--- src/rtl/gpr_pkg.sv ---
// ---------------------------------------------------------------------------
// gpr_pkg
//   Shared definitions for the general-purpose register file access path:
//   register width, select width, register count and the sequencer state
//   encoding.
// ---------------------------------------------------------------------------
package gpr_pkg;

  localparam int GPR_W     = 12;
  localparam int GPR_SEL_W = 3;
  localparam int GPR_NUM   = 8;

  typedef enum logic [2:0] {
    S_IDLE    = 3'd0,
    S_WR_STB  = 3'd1,
    S_WR_WAIT = 3'd2,
    S_RD_STB  = 3'd3,
    S_RD_WAIT = 3'd4,
    S_RSP     = 3'd5
  } gpr_state_e;

endpackage

--- src/rtl/gpr_strobe_timer.sv ---
// ---------------------------------------------------------------------------
// gpr_strobe_timer
//   Down-counter that times one register-file phase: STROBE_CYCLES cycles of
//   strobe followed by WAIT_CYCLES cycles of settle time.
//
// Ports:
//   clk      in   clock
//   rst      in   synchronous active-high reset
//   start    in   (re)load the counter; the phase begins next cycle
//   pulse    out  high during the strobe portion of the phase
//   stb_last out  high in the last strobe cycle
//   done     out  high in the last settle cycle
// ---------------------------------------------------------------------------
module gpr_strobe_timer
  import gpr_pkg::*;
#(
  parameter int STROBE_CYCLES = 2,
  parameter int WAIT_CYCLES   = 2
) (
  input  logic clk,
  input  logic rst,
  input  logic start,
  output logic pulse,
  output logic stb_last,
  output logic done
);

  localparam int TOTAL = STROBE_CYCLES + WAIT_CYCLES;
  localparam int CNT_W = $clog2(TOTAL + 1);

  logic [CNT_W-1:0] cnt_q, cnt_d;
  logic             active_q, active_d;

  // Count runs TOTAL-1 .. 0; values >= WAIT_CYCLES are the strobe part.
  always_comb begin
    cnt_d    = cnt_q;
    active_d = active_q;
    if (start) begin
      cnt_d    = CNT_W'(TOTAL - 1);
      active_d = 1'b1;
    end else if (active_q) begin
      if (cnt_q == '0) begin
        active_d = 1'b0;
      end else begin
        cnt_d = cnt_q - CNT_W'(1);
      end
    end
  end

  always_ff @(posedge clk) begin
    if (rst) begin
      cnt_q    <= '0;
      active_q <= 1'b0;
    end else begin
      cnt_q    <= cnt_d;
      active_q <= active_d;
    end
  end

  assign pulse    = active_q && (cnt_q >= CNT_W'(WAIT_CYCLES));
  assign stb_last = active_q && (cnt_q == CNT_W'(WAIT_CYCLES));
  assign done     = active_q && (cnt_q == '0);

endmodule

--- src/rtl/gpr_access_seq.sv ---
// ---------------------------------------------------------------------------
// gpr_access_seq
//   Initiator for the 8 x 12-bit register file port. Accepts a request
//   (optional write phase, then optional read phase), drives the register
//   file's level-sensitive enables with strobe/settle timing, captures both
//   read results and returns them through a valid/ready response.
//
// Ports:
//   iCLK, iRST                 clock, synchronous active-high reset
//   iREQ_VALID / oREQ_READY    request handshake (ready only in IDLE)
//   iREQ_RD, iREQ_WR           request includes read / write phase
//   iREQ_RS0/RS1/RDEST/WDATA   read selects, write select, write data
//   oRSP_VALID / iRSP_READY    response handshake
//   oRSP_DATA0/1               captured read data (0 when no read phase)
//   oGPR_RD_EN, oGPR_WR_EN     register file enables
//   oGPR_RDREG0/1, oGPR_WRREG  register file selects
//   oGPR_DATA                  register file write data
//   iGPR_DATA0/1               register file read data
// ---------------------------------------------------------------------------
module gpr_access_seq
  import gpr_pkg::*;
#(
  parameter int STROBE_CYCLES = 2,
  parameter int WAIT_CYCLES   = 2
) (
  input  logic                 iCLK,
  input  logic                 iRST,
  input  logic                 iREQ_VALID,
  output logic                 oREQ_READY,
  input  logic                 iREQ_RD,
  input  logic                 iREQ_WR,
  input  logic [GPR_SEL_W-1:0] iREQ_RS0,
  input  logic [GPR_SEL_W-1:0] iREQ_RS1,
  input  logic [GPR_SEL_W-1:0] iREQ_RDEST,
  input  logic [GPR_W-1:0]     iREQ_WDATA,
  output logic                 oRSP_VALID,
  input  logic                 iRSP_READY,
  output logic [GPR_W-1:0]     oRSP_DATA0,
  output logic [GPR_W-1:0]     oRSP_DATA1,
  output logic                 oGPR_RD_EN,
  output logic                 oGPR_WR_EN,
  output logic [GPR_SEL_W-1:0] oGPR_RDREG0,
  output logic [GPR_SEL_W-1:0] oGPR_RDREG1,
  output logic [GPR_SEL_W-1:0] oGPR_WRREG,
  output logic [GPR_W-1:0]     oGPR_DATA,
  input  logic [GPR_W-1:0]     iGPR_DATA0,
  input  logic [GPR_W-1:0]     iGPR_DATA1
);

  if (STROBE_CYCLES < 1) begin : g_bad_strobe
    $fatal(1, "gpr_access_seq: STROBE_CYCLES must be >= 1");
  end
  if (WAIT_CYCLES < 1) begin : g_bad_wait
    $fatal(1, "gpr_access_seq: WAIT_CYCLES must be >= 1");
  end

  gpr_state_e           state_q, state_d;
  logic                 req_rd_q, req_rd_d;
  logic [GPR_SEL_W-1:0] rdreg0_q, rdreg0_d;
  logic [GPR_SEL_W-1:0] rdreg1_q, rdreg1_d;
  logic [GPR_SEL_W-1:0] wrreg_q, wrreg_d;
  logic [GPR_W-1:0]     gpr_data_q, gpr_data_d;
  logic                 rd_en_q, rd_en_d;
  logic                 wr_en_q, wr_en_d;
  logic                 rsp_valid_q, rsp_valid_d;
  logic [GPR_W-1:0]     rsp_data0_q, rsp_data0_d;
  logic [GPR_W-1:0]     rsp_data1_q, rsp_data1_d;

  logic tmr_start, tmr_pulse, tmr_stb_last, tmr_done;

  gpr_strobe_timer #(
    .STROBE_CYCLES (STROBE_CYCLES),
    .WAIT_CYCLES   (WAIT_CYCLES)
  ) u_timer (
    .clk      (iCLK),
    .rst      (iRST),
    .start    (tmr_start),
    .pulse    (tmr_pulse),
    .stb_last (tmr_stb_last),
    .done     (tmr_done)
  );

  // Outputs are a registered decode of the current state, so every pin lags
  // the state by one cycle: a state entered at edge k shows on the pins at
  // edge k+1.
  always_comb begin
    state_d     = state_q;
    req_rd_d    = req_rd_q;
    rdreg0_d    = rdreg0_q;
    rdreg1_d    = rdreg1_q;
    wrreg_d     = wrreg_q;
    gpr_data_d  = gpr_data_q;
    rsp_data0_d = rsp_data0_q;
    rsp_data1_d = rsp_data1_q;
    tmr_start   = 1'b0;

    unique case (state_q)
      S_IDLE: begin
        if (iREQ_VALID) begin
          req_rd_d    = iREQ_RD;
          rdreg0_d    = iREQ_RS0;
          rdreg1_d    = iREQ_RS1;
          wrreg_d     = iREQ_RDEST;
          gpr_data_d  = iREQ_WDATA;
          rsp_data0_d = '0;
          rsp_data1_d = '0;
          if (iREQ_WR) begin
            state_d   = S_WR_STB;
            tmr_start = 1'b1;
          end else if (iREQ_RD) begin
            state_d   = S_RD_STB;
            tmr_start = 1'b1;
          end else begin
            state_d = S_RSP;
          end
        end
      end
      S_WR_STB: begin
        if (tmr_stb_last) state_d = S_WR_WAIT;
      end
      S_WR_WAIT: begin
        if (tmr_done) begin
          if (req_rd_q) begin
            state_d   = S_RD_STB;
            tmr_start = 1'b1;
          end else begin
            state_d = S_RSP;
          end
        end
      end
      S_RD_STB: begin
        if (tmr_stb_last) state_d = S_RD_WAIT;
      end
      S_RD_WAIT: begin
        if (tmr_done) begin
          rsp_data0_d = iGPR_DATA0;
          rsp_data1_d = iGPR_DATA1;
          state_d     = S_RSP;
        end
      end
      S_RSP: begin
        if (rsp_valid_q && iRSP_READY) state_d = S_IDLE;
      end
      default: state_d = S_IDLE;
    endcase

    wr_en_d     = tmr_pulse && (state_q == S_WR_STB);
    rd_en_d     = tmr_pulse && (state_q == S_RD_STB);
    rsp_valid_d = (state_q == S_RSP) && !(rsp_valid_q && iRSP_READY);
  end

  always_ff @(posedge iCLK) begin
    if (iRST) begin
      state_q     <= S_IDLE;
      req_rd_q    <= 1'b0;
      rd_en_q     <= 1'b0;
      wr_en_q     <= 1'b0;
      rsp_valid_q <= 1'b0;
      rsp_data0_q <= '0;
      rsp_data1_q <= '0;
      // Selects/data stay put while an enable is falling so the register
      // file sees a clean trailing edge; they clear on a later reset cycle.
      if (!rd_en_q && !wr_en_q) begin
        rdreg0_q   <= '0;
        rdreg1_q   <= '0;
        wrreg_q    <= '0;
        gpr_data_q <= '0;
      end
    end else begin
      state_q     <= state_d;
      req_rd_q    <= req_rd_d;
      rdreg0_q    <= rdreg0_d;
      rdreg1_q    <= rdreg1_d;
      wrreg_q     <= wrreg_d;
      gpr_data_q  <= gpr_data_d;
      rd_en_q     <= rd_en_d;
      wr_en_q     <= wr_en_d;
      rsp_valid_q <= rsp_valid_d;
      rsp_data0_q <= rsp_data0_d;
      rsp_data1_q <= rsp_data1_d;
    end
  end

  assign oREQ_READY  = (state_q == S_IDLE);
  assign oRSP_VALID  = rsp_valid_q;
  assign oRSP_DATA0  = rsp_data0_q;
  assign oRSP_DATA1  = rsp_data1_q;
  assign oGPR_RD_EN  = rd_en_q;
  assign oGPR_WR_EN  = wr_en_q;
  assign oGPR_RDREG0 = rdreg0_q;
  assign oGPR_RDREG1 = rdreg1_q;
  assign oGPR_WRREG  = wrreg_q;
  assign oGPR_DATA   = gpr_data_q;

endmodule

--- config.mk ---
export PLATFORM = sky130hd
export DESIGN_NAME = gpr_access_seq
export DESIGN_NICKNAME = d
export VERILOG_FILES = /design/src/rtl/gpr_pkg.sv /design/src/rtl/gpr_strobe_timer.sv /design/src/rtl/gpr_access_seq.sv
export SDC_FILE = /design/constraint.sdc
export NUM_CORES = 1
export LEC_CHECK = 0
export CORE_MARGIN = 5
export CORE_UTILIZATION = 44
export DETAILED_ROUTE_END_ITERATION = 16
export PLACE_DENSITY = 0.87
export REMOVE_ABC_BUFFERS = 1
export SYNTH_ARGS = -nofsm -noshare
export SYNTH_HDL_FRONTEND = slang
export SYNTH_SLANG_ARGS = --single-unit
--- constraint.sdc ---
create_clock -name iCLK -period 5.24 [get_ports iCLK]
set_input_delay 1.31 -clock iCLK [delete_from_list [all_inputs] [get_ports iCLK]]
set_output_delay 1.31 -clock iCLK [all_outputs]
set_load 0.05 [all_outputs]
---- Word level (Yosys, flattened, before mapping) ----
Index checks and enable logic that the tools add are counted.
operators by class
  bitwise gates (word level) .............. 1
  eq/ne operators ......................... 14
  magnitude comparators ................... 1
  add/sub/neg operators ................... 1
  mux-type cells .......................... 41
  reductions and logical operators ........ 24
operator list
  kind                                                    count
  two-way mux 12 bit                                      7
  two-way mux 3 bit                                       19
  case mux 12 bit (2 select lines)                        2
  case mux 3 bit (6 select lines)                         1
  inequality test 2 bit (second input constant)           7
  equality test 3 x 2 -> 1 bit (second input constant)    3
  logical AND 1 bit                                       8
  two-way mux 1 bit                                       8
  nonzero test 2 bit                                      4
  equality test 3 bit (second input constant)             2
  logical NOT 3 bit                                       2
  two-way mux 2 bit                                       3
  AND reduction 2 bit                                     3
  AND reduction 3 bit                                     2
  AND reduction 6 bit                                     1
  equality test 3 x 1 -> 1 bit (second input constant)    1
  >= comparator 3 x 2 -> 1 bit (second input constant)    1
  logical NOT 1 bit                                       3
  subtractor 3 x 1 -> 3 bit (second input constant)       1
  inequality test 2 x 1 -> 1 bit (second input constant)  1
  case mux 1 bit (2 select lines)                         1
  OR reduction 2 bit                                      1
  NOT 1 bit                                               1
storage, ports and cells
  bits in registers ....................... 56
  bits of input ports ..................... 51
  output and inout port bits .............. 49
  logic and storage cells ................. 96

---- Logic depth before layout (Yosys ltp) ----
Gate-level depths: netlist (run 1).
  depth after elaboration ................. 6
  depth in mapped cells ................... 7
  gate-level depth less buffers ........... 6

---- Hierarchy ----
Synthesis (run 1) repeated with hierarchy kept, for this count alone.
unflattened totals
  cells, all modules ...................... 206
  area total of the unflattened synthesis .. 2382.3 µm²
by module, submodules not included
  module            cells an instance  instances  area each (µm²)
  gpr_access_seq    180                1          2134.5
  gpr_strobe_timer  26                 1          247.7

---- Worst setup path before layout (run 1) ----
No wires, ideal clock.
  kind .................................... in2reg
  from .................................... input iRST
  to ...................................... register gpr_data_q[0] (netlist: oGPR_DATA[0]), enable pin
  buffers on the path ..................... 0
  stages on the path ...................... 2
  required time ........................... 4.808 ns
  slack ................................... 1.814 ns
  library setup time ...................... 0.432 ns
  data arrival time ....................... 2.995 ns
  cell sequence ........................... inv_1 o31ai_1
on the way
  word-level cells in the longest chain between the ends .. 2
  elaborated cells between the ends (all ways) .. 4
  those cells by class .................... 1 x eq/ne; 3 x reduce/logical
ends and longest elaborated chain
  what                                                                                   RTL line               text
  from (decl)                                                                            gpr_access_seq.sv:27   input logic iRST,
  inequality test 2 x 1 -> 1 bit (no source line) or nonzero test 2 bit (tied branches)  -
  AND reduction 3 bit (no source line) *                                                 -
  to (signal assigned)                                                                   gpr_access_seq.sv:175  gpr_data_q <= gpr_data_d;
  to (decl)                                                                              gpr_access_seq.sv:62   logic [GPR_W-1:0] gpr_data_q, gpr_data_d;
Every way passes the cells marked *; elsewhere a longest branch is shown, timed or not.
A chain may end at the register's enable or synchronous reset.

---- Final worst setup path (run 1) ----
  from .................................... register state_q[0]
  to ...................................... output oREQ_READY
on the way
  word-level cells in the longest chain between the ends .. 1
ends and longest elaborated chain
  what                    RTL line               text
  from (decl)             gpr_access_seq.sv:57   gpr_state_e state_q, state_d;
  from (signal assigned)  gpr_access_seq.sv:170  state_q <= state_d;
  logical NOT 3 bit       gpr_access_seq.sv:184  assign oREQ_READY = (state_q == S_IDLE);
  to (decl)               gpr_access_seq.sv:29   output logic oREQ_READY,
No other way between the ends.

==> results.txt, run 1 <==
Gpl congestion: 0.807
Register area share after synthesis: 60.8%
DR WL/cell: 15.6 µm
Clock tree from TritonCTS: done
Clock Pin Slew Worst Setup and Hold Paths: 0.10 ns
Hold buffer count at cts: 0
Min-delay worst type: flip-flop to flip-flop
EDFF count, synth: 21
Post-Syn Instances: 169
Via density per instance: 4.89
Syn avg cell area: 13.0 µm²
First drt pass iteration count: 4
Vias in the first global route: 1,604
Area share of fa/ha/maj cells after synthesis: 1.71%
RSZ-0062 raised after global routing: no
Max Freq: 302 MHz
Net count, final: 321
Initial core utilization: 45.8%
Final worst path period share: 63.2%
Setup Crit Path Kind: flip-flop to primary output
Port bufs: 99
Critical path cell sequence: or2_1 -> nor2_1 -> clkdlybuf4s50_1
H-Tree Depth: 2
Xor-xnor portion of the synthesized cell area: 0.800%
DR iter-0 viols: 45
Chip Width: 80.6 µm
# DRC: 0
Critical Path Source Type: flip-flop
Largest family of logic cells by synthesized area: compound AO/OA/AOI/OAI gates
Layout cells sized above 1: 7.84%
Util after Layout: 69.0%
Die area: 6490 µm²
Mux share of post-synthesis cell area: 0.457%
Synth Cell Area: 2190 µm²
Worst-Margin Slew: 0.959 ns
Synthesis Warnings: 0
GR peak layer: met2
Worst-skew pair later-pin latency: 0.30 ns
Met3 GRT Util: 2.69%
Arrival time worst endpoint: 2.00 ns
Status: finished clean
Simple-gate share of the synthesized area: 14.8%
Die Y: 80.6 µm
Remaining antenna violation count: 0
Worst path max stage delay: 0.81 ns
Global-route wire length before repair: 7830 µm
Compound-Gate Fraction of Synth Area: 16.8%
PwrDens: 351 nW/µm²
FF-to-FF path depth: 6
N_diodes: 0
Crit-path max FO: 8
Post-detail-place hpwl: 3920 µm
GRT overflow: 0
Post-CTS Setup Bufs: 0
Max-slew violations: 0
Fraction of registers with async set/reset: 0%
Max IR drop VDD: 0.415 mV
CTS max path bufs: 2
Initial antenna violation count: 0
Setup crit end kind: primary output
Setup tns final: 0 ns
Slew margin rel.: 36.1%
Met1 usage: 17.6%
Final hold slack: 0.486 ns
Fillers: 365
#FFs+latches synth: 56
MaxCap Viol Count: 0
GR Util All Layers: 15.7%
Clk root buf: clkbuf_8
Num CTS Buffers: 5
Core area: 4790 µm²
Tmin final: 3.31 ns
Routed vias: 1,639
Endpoints failing setup: 0
Final hold vios: 0
Routed Wire Length: 5230 µm
PostCTS Resize Cnt: 0
LEAKAGE: 1.21 nW
Unique masters post-synth: 44
Top FF cell, synth: dfxtp_1
# rows: 25
CP required: 3.93 ns
Tot Pwr: 1.16 mW
Worst Hold Depth: 1
Largest net degree at the start of global routing: 33
Clk sinks: 56
Slowest cell on the critical path: clkdlybuf4s50_1
Worst clock skew: 0.00871 ns
I/O pin total: 100
GRT met2 Usage: 29.6%
Layout area overhead: 50.8%
-- cell usage in the layout (no fill, tap or decap), types with 2 or more instances in the layout --
master	n
a21oi_1	3
a21oi_2	2
a22o_1	24
a32o_1	2
buf_4	2
clkbuf_8	5
clkdlybuf4s50_1	99
dfxtp_1	35
edfxtp_1	21
ha_1	3
inv_1	4
nand2_1	6
nand2b_1	2
nand4b_1	2
nor2_1	4
nor2b_1	23
nor3b_1	2
-- worst paths after layout --
| path | startpoint | endpoint | slack, ns |
|---|---|---|---|
| setup / recovery | state_q[0] | oREQ_READY | 1.93 |
| hold / removal | oRSP_DATA1[8] | oRSP_DATA1[8] | 0.49 |
| setup reg to reg | u_timer.cnt_q[1] | oRSP_DATA0[1] | 3.25 |
| hold reg to reg | oRSP_DATA1[8] | oRSP_DATA1[8] | 0.49 |
-- layout make-up --
class,instances,area [µm²],area share (%)
repair buffers,101,1010,30.4
multi-input cells,98,773,23.4
flip-flops and latches,56,1330,40.3
clock buffers,5,68.8,2.08
clock inverters,3,22.5,0.682
inverters,5,18.8,0.568
well taps,67,83.8,2.54
-- state kept, by name, summed over array words and instances (netlist names) --
name,cells
oGPR_DATA,12
oGPR_RDREG0,3
oGPR_RDREG1,3
oGPR_RD_EN,1
oGPR_WRREG,3
oGPR_WR_EN,1
oRSP_DATA0,12
oRSP_DATA1,12
oRSP_VALID,1
req_rd_q,1
state_q,3
u_timer.active_q,1
u_timer.cnt_q,3
-- cell usage after synthesis (2+ instances only) --
| cell | instances | area share [%] |
|---|---|---|
| a21oi_1 | 3 | 0.69 |
| a21oi_2 | 2 | 0.80 |
| a22o_1 | 24 | 9.6 |
| a32o_1 | 2 | 0.91 |
| buf_2 | 2 | 0.46 |
| buf_6 | 5 | 2.6 |
| clkbuf_1 | 2 | 0.34 |
| dfxtp_1 | 35 | 32 |
| edfxtp_1 | 21 | 29 |
| ha_1 | 3 | 1.7 |
| inv_1 | 4 | 0.69 |
| nand2_1 | 6 | 1.0 |
| nand2b_1 | 2 | 0.57 |
| nand4b_1 | 2 | 0.80 |
| nor2_1 | 4 | 0.69 |
| nor2b_1 | 23 | 6.6 |
| nor3b_1 | 2 | 0.69 |
-- stage by stage --
step                      area, µm²  worst slack [ns]  std cells
final                          3300              1.93        335
after global routing           3300              1.83        335
after CTS                      3300              1.92        335
after detailed placement       3210              1.73        327
after global placement         3210              1.76        327
after floorplan                2110              1.81        159
-- report_power, final --
| group | total [mW] | switching (mW) | internal (mW) |
|---|---|---|---|
| registers | 0.536 | 0.0357 | 0.501 |
| logic | 0.387 | 0.230 | 0.157 |
| clock network | 0.238 | 0.142 | 0.0962 |
| total | 1.16 | 0.407 | 0.753 |
-- cell families (layout without fill, tap and decap cells) --
| family | Yosys count | after routing |
|---|---|---|
| AO/OA/AOI/OAI | 42 | 42 |
| XOR/XNOR | 2 | 2 |
| adder cells (fa/ha/maj) | 3 | 3 |
| buffers and inverters | 15 | 114 |
| flip-flops | 56 | 56 |
| multiplexers | 1 | 1 |
| AND/OR/NAND/NOR | 50 | 50 |
-- critical path: cells and delay by family, from the launching register on --
family,cells,cell delay [ns]
buffers and inverters,1,0.81
DFF,1,0.40
and+or+nand+nor,2,0.49
-- metal layers --
metal	share of wire [%]	wire length, µm	vias to the layer above
li1	-	-	811
met1	39	2020	784
met2	55	2890	40
met3	4.8	250	4
met4	1.2	62	0
met5	0	0	-
Power figures use the tool's default switching activity.
==> run 2: changes to the inputs <==
- CORE_UTILIZATION: 44 -> 37
- PLACE_DENSITY: 0.87 -> 0.79
- clock period: 5.24 -> 2.7 ns (I/O delays scaled with it)
==> run 2 against run 1 <==
Non-clock buffer count unchanged. Total power increased by 94%. Count of clock-buffer cells in the layout unchanged. Combinational power increased by 93%. Clock skew decreased by 0.0017 ns. First-iteration DRC count increased by 13%. Sequential power increased by 94%. Clock power increased by 97%.
==> results.txt, run 2 (synthesis results as in run 1) <==
Status: finished clean
Setup crit end kind: primary output
Worst-Margin Slew: 0.961 ns (+0.00168 ns)
I/O pin total: 100 (unchanged)
Endpoints failing setup: 0 (unchanged)
Met3 GRT Util: 3.69% (+1.0 points)
Initial antenna violation count: 0 (unchanged)
Slowest cell on the critical path: dlymetal6s2s_1
Net count, final: 321 (unchanged)
PostCTS Resize Cnt: 0 (unchanged)
H-Tree Depth: 2 (unchanged)
Met1 usage: 16.2% (-1.5 points)
Num CTS Buffers: 5 (unchanged)
Worst path max stage delay: 0.43 ns (-0.38 ns)
MaxCap Viol Count: 0 (unchanged)
GRT met2 Usage: 22.9% (-6.7 points)
Fillers: 494 (+35%)
GR peak layer: met2
Critical path cell sequence: or2_1 -> nor2_1 -> dlymetal6s2s_1
Critical Path Source Type: flip-flop
Final hold vios: 0 (unchanged)
Storage cell area: 1330 µm² (unchanged)
Setup tns final: 0 ns (unchanged)
Vias in the first global route: 1,572 (-2.0%)
Layout area overhead: 51.6%
GRT overflow: 0 (unchanged)
Clock tree from TritonCTS: done
Chip Width: 87.0 µm (+7.9%)
PwrDens: 680 nW/µm² (+94%)
Post-route insts no fill: 343 (+2.4%)
FF-to-FF End: oRSP_DATA0[7]
Via density per instance: 4.79 (-2.1%)
Setup Crit Path Kind: flip-flop to primary output
DR iter-0 viols: 51 (+13%)
Port bufs: 99 (unchanged)
Die Y: 87.0 µm (+7.9%)
Min-delay worst type: flip-flop to flip-flop
Gpl congestion: 0.804 (-0.31%)
First drt pass iteration count: 4 (unchanged)
FF-to-FF path depth: 6 (unchanged)
Clk sinks: 56 (unchanged)
Slew margin rel.: 36.0% (-0.11 points)
CP required: 2.03 ns (-1.90 ns)
DR WL/cell: 14.8 µm (-4.9%)
Clk root buf: clkbuf_8
GR Util All Layers: 13.4% (-2.2 points)
RSZ-0062 raised after global routing: no
Arrival time worst endpoint: 1.59 ns (-0.41 ns)
Min-Delay Endpoint: oRSP_DATA1[10]
Worst-skew pair later-pin latency: 0.31 ns (about the same)
Most common cell after layout, fill and taps aside: clkdlybuf4s50_1
Final worst path period share: 83.9%
Remaining antenna violation count: 0 (unchanged)
Global-route wire length before repair: 7900 µm (+0.88%)
Multi-input logic area: 773 µm² (unchanged)
Largest net degree at the start of global routing: 32 (-3.0%)
Max-slew violations: 0 (unchanged)
Tmin final: 2.27 ns
Flop2flop setup slack: 0.73 ns (-2.52 ns)
N_diodes: 0 (unchanged)
Layout cells sized above 1: 7.84% (unchanged)
Worst clock skew: 0.00700 ns (-0.00171 ns)
Worst Hold Depth: 1 (unchanged)
CTS max path bufs: 2 (unchanged)
Hold Path Origin: oRSP_DATA1[10]
Crit-path max FO: 7 (-1)
Crit path max-delay family: simple AND/OR/NAND/NOR gates
Post-CTS Setup Bufs: 0 (unchanged)
Core area: 5850 µm² (+22%)
Initial core utilization: 37.4% (-8.3 points)
Cells after DPL: 335 (+2.4%)
Critical R2R Launch: u_timer.cnt_q[1]
# DRC: 0 (unchanged)
LEAKAGE: 1.22 nW (+0.85%)
Routed vias: 1,643 (+0.24%)
Most frequent cells in the layout: 98 x clkdlybuf4s50_1, 35 x dfxtp_1, 24 x a22o_1
Buffers and inverters on the worst path: 1 (unchanged)
Post-detail-place hpwl: 3860 µm (-1.5%)
Max IR drop VDD: 0.486 mV (+17%)
Max Freq: 441 MHz
Routed Wire Length: 5090 µm (-2.7%)
Hold buffer count at cts: 0 (unchanged)
Clock Pin Slew Worst Setup and Hold Paths: 0.10 ns (about the same)
# rows: 28 (+12%)
Die area: 7560 µm² (+16%)
[run 2: changes by cell type in the layout (fill, tap and decap cells not counted)]
cell / previous run / this run
inv_8: 0 / 1
clkinv_2: 1 / 0
inv_6: 1 / 0
dlymetal6s2s_1: 0 / 1
clkdlybuf4s50_1: 99 / 98
inv_4: 0 / 1
[run 2: worst max path at each step]
stage | depth (start not counted) | startpoint | slack, ns | to
after floorplan | 2 | iRST | -0.09 | oGPR_DATA[0]
after global placement | 3 | iRST | 0.28 | oGPR_RDREG1[0]
after detailed placement | 5 | iREQ_VALID | 0.24 | oRSP_DATA0[4]
after CTS | 3 | state_q[1] | 0.03 | oREQ_READY
after global routing | 3 | state_q[1] | 0.31 | oREQ_READY
final | 3 | state_q[1] | 0.43 | oREQ_READY
[run 2: report_power, final]
group / switching, mW / internal [mW]
combinational: 0.445 / 0.303
sequential: 0.0678 / 0.972
clock: 0.278 / 0.192
[run 2: final cells by class]
type	instances	area share, %
Clock inverter	3	0.791
Inverter	5	0.565
Clock buffer	5	2.07
Tap cell	75	2.83
Timing Repair Buffer	101	30.4
Sequential cell	56	40.1
Multi-Input combinational cell	98	23.3
[run 2: metal layers]
layer | part of all wire, % | wire length (µm)
met2 | 52 | 2620
met4 | 1.7 | 85
met3 | 6.2 | 315
met5 | 0 | 0
met1 | 41 | 2060
[run 2: stage by stage]
step / worst slack, ns / utilization, % / hold slack, ns / power [mW] / cell area, µm²
5_1_grt: 0.315 / 56.8 / 0.505 / 2.39 / 3320
3_5_place_dp: 0.236 / 55.1 / 0.463 / 1.81 / 3220
3_3_place_gp: 0.283 / 55.1 / 0.455 / 1.80 / 3220
2_1_floorplan: -0.0913 / - / 0.484 / 1.54 / 2110
6_report: 0.435 / 56.8 / 0.487 / 2.26 / 3320
4_1_cts: 0.0260 / 56.7 / 0.492 / 2.29 / 3320
==> run 3: changes to the inputs <==
- CORE_UTILIZATION: 37 -> 41
- PLACE_DENSITY: 0.79 -> 0.82
- clock period: 2.7 -> 2.2 ns (I/O delays scaled with it)
==> run 3 against run 2 <==
Via count fell by 0.49%. Global-route usage rose by 1.4 points. First-iteration DRC count rose by 78%. Die area fell by 8.7%. Combinational power rose by 31%. Register-to-register slack got worse by 0.51 ns. Cell count fell by 0.87%. Wire length rose by 0.16%. Worst setup slack got worse by 0.31 ns. Core utilization rose by 8.3 points. Sequential share of layout area fell by 0.26 points.
==> results.txt, run 3 (synthesis results as in run 1) <==
MaxCap Viol Count: 0 (unchanged)
Critical path cell sequence: clkdlybuf4s50_1
Core area: 5140 µm² (-12%)
Final worst-path setup slack: 0.124 ns (-0.311 ns)
Min-delay worst type: flip-flop to flip-flop
Initial antenna violation count: 0 (unchanged)
Wire length on met1: 2170 µm (+5.0%)
PostCTS Resize Cnt: 0 (unchanged)
Worst-Margin Slew: 0.968 ns (+0.00698 ns)
N_diodes: 0 (unchanged)
Die area: 6910 µm² (-8.7%)
Most common cell after layout, fill and taps aside: clkdlybuf4s50_1
Max Freq: 482 MHz
Setup WS pre-CTS: -0.123 ns (-0.359 ns)
GR Util All Layers: 14.8% (+1.4 points)
Critical R2R Launch: u_timer.cnt_q[1]
Worst-skew pair later-pin latency: 0.30 ns (about the same)
Clock tree from TritonCTS: done
PwrDens: 835 nW/µm² (+23%)
Most frequent cells in the layout: 98 x clkdlybuf4s50_1, 35 x dfxtp_1, 24 x a22o_1
CP required: 1.65 ns (-0.38 ns)
Port bufs: 99 (unchanged)
Net count, final: 323 (+0.62%)
Clk root buf: clkbuf_8
Setup Crit Path Kind: flip-flop to primary output
Post-CTS Setup Bufs: 0 (unchanged)
CTS max path bufs: 2 (unchanged)
Max-slew violations: 0 (unchanged)
Clk sinks: 56 (unchanged)
Worst setup path start: oGPR_WR_EN
Buffers and inverters on the worst path: 1 (unchanged)
RSZ-0062 raised after global routing: no
Routed vias: 1,635 (-0.49%)
Max IR drop VDD: 0.978 mV (+100%)
Setup tns final: 0 ns (unchanged)
Design area: 3340 µm² (+0.64%)
Remaining antenna violation count: 0 (unchanged)
Final hold vios: 0 (unchanged)
Crit-path max FO: 2 (-5)
Tot Pwr: 2.79 mW (+24%)
Via density per instance: 4.81 (+0.39%)
Endpoints failing setup: 0 (unchanged)
LEAKAGE: 1.23 nW (+0.60%)
Worst clock skew: 0.00739 ns (+0.000394 ns)
Placed Area: 3250 µm² (+0.97%)
Layout area overhead: 52.5%
Slowest cell on the critical path: clkdlybuf4s50_1
Tmin final: 2.08 ns
Layout cells sized above 1: 8.89% (+1.1 points)
Slew margin rel.: 35.5% (-0.47 points)
Hold Path Origin: oRSP_DATA1[0]
Top sig layer: met4
Arrival time worst endpoint: 1.53 ns (-0.06 ns)
Global-route wire length before repair: 8220 µm (+4.0%)
Chip Width: 83.1 µm (-4.4%)
Vias in the first global route: 1,674 (+6.5%)
Gpl congestion: 0.786 (-2.3%)
Status: finished clean
Critical Path Source Type: flip-flop
Initial core utilization: 42.6% (+5.2 points)
Largest net degree at the start of global routing: 32 (unchanged)
Final worst path period share: 94.4%
Clock Pin Slew Worst Setup and Hold Paths: 0.10 ns (about the same)
DR WL/cell: 15.0 µm (+1.0%)
DR iter-0 viols: 91 (+78%)
Crit path max-delay family: buffers and inverters
GRT overflow: 0 (unchanged)
H-Tree Depth: 2 (unchanged)
Num CTS Buffers: 5 (unchanged)
Post-detail-place hpwl: 3850 µm (-0.33%)
Die Y: 83.1 µm (-4.4%)
Worst path max stage delay: 0.82 ns (+0.39 ns)
Setup crit end kind: primary output
WL met2: 2600 µm (-1.0%)
Met3 wire len: 227 µm (-28%)
# rows: 26 (-7.1%)
Hold buffer count at cts: 0 (unchanged)
Final hold slack: 0.483 ns (-0.00352 ns)
# DRC: 0 (unchanged)
I/O pin total: 100 (unchanged)
Routed Wire Length: 5100 µm (+0.16%)
First drt pass iteration count: 4 (unchanged)
## run 3: final timing paths
check	endpoint	slack (ns)	cells after the start
max	oGPR_WR_EN	0.12	1
min	oRSP_DATA1[0]	0.48	1
max reg2reg	oRSP_DATA1[11]	0.22	6
min reg2reg	oRSP_DATA1[0]	0.48	1
## run 3: stage by stage
| step | instances | util (%) |
|---|---|---|
| 2_1_floorplan | 159 | - |
| 5_1_grt | 340 | 65.0 |
| 3_5_place_dp | 332 | 63.3 |
| 3_3_place_gp | 332 | 63.3 |
| 4_1_cts | 340 | 65.0 |
| 6_report | 340 | 65.0 |
## run 3: power breakdown
group / switching (mW) / total (mW) / internal (mW)
Sequential: 0.0707 / 1.26 / 1.19
Clock: 0.324 / 0.547 / 0.223
Combinational: 0.569 / 0.982 / 0.413
Total: 0.964 / 2.79 / 1.83
## run 3: cell type report
cell class	count	area, µm²
clock buffers	5	68.8
inverters	5	18.8
multi-input cells	98	773
fillers	451	1800
clock inverters	3	18.8
repair buffers	103	1040
flip-flops and latches	56	1330
well taps	70	87.6
## run 3: worst register-to-register path, stage by stage (launching register included)
cell and delay [ns]:
dfxtp_1 0.39, inv_1 0.09, ha_1 0.24, nand4b_1 0.17
a21oi_4 0.08, nor2_2 0.73, a22o_1 0.24
## run 3: per-layer routing
metal / up-vias / GRT usage [%]
met5: - / 0
met4: 0 / 5.94
met3: 11 / 2.97
met2: 49 / 25.9
met1: 759 / 17.8
li1: 816 / -
